`src/rtl/fa_cell.sv`:
```
// One-bit full adder built from two half-adder stages whose carries are ORed.
module fa_cell (
  output logic s,
  output logic co,
  input  logic x,
  input  logic y,
  input  logic ci
);

  logic hs1, hc1, hc2;

  assign hs1 = x ^ y;
  assign hc1 = x & y;
  assign s   = hs1 ^ ci;
  assign hc2 = hs1 & ci;
  assign co  = hc1 | hc2;

endmodule

```
`src/rtl/serial_adder.sv`:
```
// Bit-serial WIDTH-bit adder: operands shift LSB-first through one fa_cell,
// with a carry flip-flop chaining the cell across cycles.
module serial_adder #(
  parameter int unsigned WIDTH = 8
) (
  input  logic             clk,
  input  logic             rst,
  input  logic             start,
  input  logic [WIDTH-1:0] a,
  input  logic [WIDTH-1:0] b,
  output logic             busy,
  output logic             done,
  output logic [WIDTH-1:0] sum,
  output logic             cout
);

  localparam int unsigned CW = $clog2(WIDTH + 1);

  typedef enum logic [1:0] {
    S_IDLE = 2'd0,
    S_RUN  = 2'd1,
    S_DONE = 2'd2
  } state_e;

  state_e           state_q, state_d;
  logic [WIDTH-1:0] sa_q, sa_d, sb_q, sb_d, ps_q, ps_d;
  logic [WIDTH-1:0] sum_q, sum_d, ps_shift;
  logic [CW-1:0]    cnt_q, cnt_d;
  logic             carry_q, carry_d, cout_q, cout_d, done_q, done_d;
  logic             s_n, c_n;

  fa_cell u_fa (
    .s  (s_n),
    .co (c_n),
    .x  (sa_q[0]),
    .y  (sb_q[0]),
    .ci (carry_q)
  );

  // Shifting the concatenation keeps this well-formed even when WIDTH is 1.
  assign ps_shift = WIDTH'({s_n, ps_q} >> 1);

  always_ff @(posedge clk or posedge rst) begin
    if (rst) begin
      state_q <= S_IDLE;
      sa_q    <= '0;
      sb_q    <= '0;
      ps_q    <= '0;
      carry_q <= 1'b0;
      cnt_q   <= '0;
      sum_q   <= '0;
      cout_q  <= 1'b0;
      done_q  <= 1'b0;
    end else begin
      state_q <= state_d;
      sa_q    <= sa_d;
      sb_q    <= sb_d;
      ps_q    <= ps_d;
      carry_q <= carry_d;
      cnt_q   <= cnt_d;
      sum_q   <= sum_d;
      cout_q  <= cout_d;
      done_q  <= done_d;
    end
  end

  always_comb begin
    state_d = state_q;
    sa_d    = sa_q;
    sb_d    = sb_q;
    ps_d    = ps_q;
    carry_d = carry_q;
    cnt_d   = cnt_q;
    sum_d   = sum_q;
    cout_d  = cout_q;
    done_d  = 1'b0;
    case (state_q)
      S_IDLE, S_DONE: begin
        // DONE accepts a new request directly, giving back-to-back adds.
        if (start) begin
          state_d = S_RUN;
          sa_d    = a;
          sb_d    = b;
          ps_d    = '0;
          carry_d = 1'b0;
          cnt_d   = '0;
        end else begin
          state_d = S_IDLE;
        end
      end
      S_RUN: begin
        sa_d    = sa_q >> 1;
        sb_d    = sb_q >> 1;
        ps_d    = ps_shift;
        carry_d = c_n;
        cnt_d   = cnt_q + CW'(1);
        if (cnt_q == CW'(WIDTH - 1)) begin
          state_d = S_DONE;
          cnt_d   = cnt_q;
          sum_d   = ps_shift;
          cout_d  = c_n;
          done_d  = 1'b1;
        end
      end
      default: state_d = S_IDLE;
    endcase
  end

  assign busy = (state_q == S_RUN);
  assign done = done_q;
  assign sum  = sum_q;
  assign cout = cout_q;

endmodule

```
`config.mk`:
```
export PLATFORM = sky130hd
export DESIGN_NAME = serial_adder
export DESIGN_NICKNAME = d
export VERILOG_FILES = /design/src/rtl/fa_cell.sv /design/src/rtl/serial_adder.sv
export SDC_FILE = /design/constraint.sdc
export NUM_CORES = 1
export LEC_CHECK = 0
export BUFFER_PORTS_ARGS = -buffer_cell sky130_fd_sc_hd__buf_2
export CAP_MARGIN = 20
export CORE_ASPECT_RATIO = 1.1
export CORE_MARGIN = 2
export CORE_UTILIZATION = 34
export DETAILED_ROUTE_END_ITERATION = 7
export HOLD_SLACK_MARGIN = 0.15
export PLACE_DENSITY = 0.6
export SLEW_MARGIN = 15
export SYNTH_ARGS = -nofsm -noshare
export SYNTH_HDL_FRONTEND = slang
export SYNTH_SLANG_ARGS = --single-unit
```
`constraint.sdc`:
```
create_clock -name clk -period 1.6 [get_ports clk]
set_input_delay 0.16 -clock clk [delete_from_list [all_inputs] [get_ports clk]]
set_output_delay 0.16 -clock clk [all_outputs]
set_load 0.05 [all_outputs]
```
==> summary.txt <==
Drt
  • Final wirelength: 3310 um
  • ANT nets after route: 0
  • DRC errors left: 0
  • Via count: 1,254
  • Vias/cell: 4.96
  • Initial drt markers: 56
  • DR WL/cell: 13.1 um
  • DRT Pass-1 Iters: 4

Setup path
  • CP max stage delay: 0.40 ns
  • Buf/Inv on CP: 0
  • CP endpoint kind: flip-flop
  • Critical path's top delay family: flip-flops
  • CP startpoint kind: flip-flop
  • CP max stage cell: dfrtp_1
  • FF-to-FF setup slack: 0.09 ns
  • Setup CP Type: reg2reg
  • Worst Path Arrival: 1.69 ns
  • Critical-path cell list: ha_1, nand3b_4, nor2_8, mux2_2
  • Crit-path max FO: 10
  • CP Data Required Time: 1.77 ns

Floorplan
  • Die area: 5580 um^2
  • Core area: 4720 um^2
  • I/O pin cnt: 30
  • Die Span X: 71.4 um
  • Std cell rows: 26
  • Initial Utilization: 36.0%
  • Height of the die: 78.1 um

Clock network
  • Clock transition at path regs: 0.07 ns
  • CTS sink count: 40
  • CTS HTree Levels: 2
  • TritonCTS clock tree: built
  • Worst-Skew Late Latency: 0.29 ns
  • Total CTS buffers: 5
  • CTS max path bufs: 2
  • CTS root buf: clkbuf_8

Synth
  • Synth warn: 0
  • Post-synthesis sequential area ratio: 59.0%
  • Post-Syn Area per Cell: 11.5 um^2
  • Synthesized cell area: 1700 um^2
  • Synth Flop Type: dfrtp_1
  • Yosys reg bits: 40
  • Post-synth EDFFs: 0
  • Synth unique cells: 24
  • Syn Nets: 169
  • Syn Inst Count: 148
  • Ys async rst share: 100%

Timing
  • Post-route worst setup slack: 0.0864 ns
  • # setup viols final: 0
  • Max-Slew Margin vs Limit: 66.9%
  • Final cycle utilization of the critical path: 94.6%
  • Worst-margin pin slew: 0.496 ns
  • Fmax: 661 MHz
  • Final-report hold violation count: 0
  • Final worst path period need: 1.51 ns
  • Final-report max-slew violation count: 0
  • RSZ-0062 raised after global routing: no
  • Final hold slack: 0.295 ns
  • Total Neg Setup Slack: 0 ns
  • Clock skew: 0.00692 ns

Place
  • Pre-CTS setup slack: 0.106 ns
  • Routability cong.: 0.690
  • Port Buffers: 29
  • Number of placed cells counting well taps: 228
  • Dpl hpwl: 2130 um

Global routing
  • Number of global-route vias before repair: 1,305
  • Gr ovfl total: 0
  • Initial antenna violation count: 0
  • Largest net degree at the start of global routing: 41
  • Gr usage total: 13.1%
  • First-pass GRT wire length: 5760 um

Power
  • Power per Cell Area: 2070 nW/um^2
  • Lkg Pwr: 1.04 nW
  • Max VDD drop: 0.822 mV

Finish
  • P&R area growth vs syn: 26.8%
  • Share of cells above drive strength 1: 28.4%
  • Layout Cells excl Fill: 253
  • Diodes inserted: 0
  • Final layout net count: 217

Outcome
  • Outcome: completed

Job
  • Max Cap Violations: 0

Min path
  • Min-Delay Path Class: in2reg
==> worst min-delay path: stages <==
cell      delay, ns
buf_2          0.08
nand2b_1       0.05
buf_4          0.19
nand2_1        0.07
==> state kept, by name, summed over array words and instances, names as in the netlist <==
| register | count |
|---|---|
| cnt_q | 4 |
| sb_q | 8 |
| sum | 8 |
| sa_q | 8 |
| cout | 1 |
| state_q | 2 |
| ps_q | 7 |
| done | 1 |
| carry_q | 1 |
==> Yosys cell counts (all sizes together), types with 2 or more instances <==
| cell | instances | share of area [%] |
|---|---|---|
| dfrtp | 40 | 59 |
| nand2 | 32 | 7.1 |
| nor2 | 17 | 5.2 |
| a31oi | 14 | 5.2 |
| a22o | 10 | 5.2 |
| buf | 9 | 4.0 |
| mux2 | 9 | 6.0 |
| inv | 4 | 0.88 |
| mux2i | 2 | 1.2 |
| nand2b | 2 | 0.74 |
==> cell usage in the layout (no fill, tap or decap), drive strengths merged <==
master and count:
nand3 1, inv 3, a31o 1, nand3b 1
o41ai 1, a31oi 14, fa 1, mux2i 2
nand2b 2, buf 33, clkbuf 6, clkinv 1
mux2 9, clkinvlp 2, nor2b 1, nor2 17
dfrtp 40, o211ai 1, a311oi 1, ha 1
a22o 10, dlygate4sd3 17, nand2 32
==> final timing paths <==
path                                      startpoint                endpoint  depth (start not counted)
worst max-delay path            cnt_q[0]$_DFFE_PP0P_      sum[1]$_DFFE_PP0P_                          4
worst min-delay path                           start  state_q[0]$_DFFE_PP0P_                          4
worst max register to register  cnt_q[0]$_DFFE_PP0P_      sum[1]$_DFFE_PP0P_                          4
worst min register to register    sum[5]$_DFFE_PP0P_      sum[5]$_DFFE_PP0P_                          1
max in group asynchronous                        rst     sb_q[5]$_DFFE_PP0P_                          4
min in group asynchronous                        rst      sum[1]$_DFFE_PP0P_                          4
==> cell families after synthesis <==
kind of cell	share of synthesized area (%)
and+or+nand+nor	14.8
DFF	59.0
AOI/OAI and AO/OA	12.3
buffers and inverters	4.86
muxes	7.15
adders and majority gates	1.92
==> stage by stage <==
stage | total power, mW | cell area (um^2) | utilization, %
2_1_floorplan | 3.37 | 1700 | -
3_3_place_gp | 3.66 | 1880 | 39.8
3_5_place_dp | 3.75 | 1880 | 39.8
4_1_cts | 4.51 | 2150 | 45.5
5_1_grt | 4.82 | 2150 | 45.6
6_report | 4.47 | 2150 | 45.6
==> power by group <==
group / total [mW] / internal [mW] / switching, mW / leakage [nW]
registers: 1.76 / 1.48 / 0.285 / 0.491
clock network: 0.702 / 0.349 / 0.353 / 0.0434
logic: 2.00 / 0.748 / 1.25 / 0.508
==> routing by layer <==
metal	up-vias	track usage (%)	wire (um)
li1	605	-	-
met1	615	15.5	1470
met2	29	22.5	1660
met3	5	4.75	140
met4	0	3.40	33
met5	-	0	0
==> final cells by class <==
cell class              instances  area, um^2
fillers                       449        2560
flip-flops and latches         40        1000
multi-input cells              95         617
repair buffers                 50         348
clock buffers                   6        82.6
well taps                      56        70.1
inverters                       4        20.0
clock inverters                 2        15.0
==> timing repair <==
action,in CTS,in global routing
endpoints found under the setup margin,1,1
buffers inserted,0,0
hold buffers,17,0
hold endpoints to repair,56,0
resized for setup,2,2
gates cloned,0,0
No activity file was read; power rests on OpenSTA's default activity.
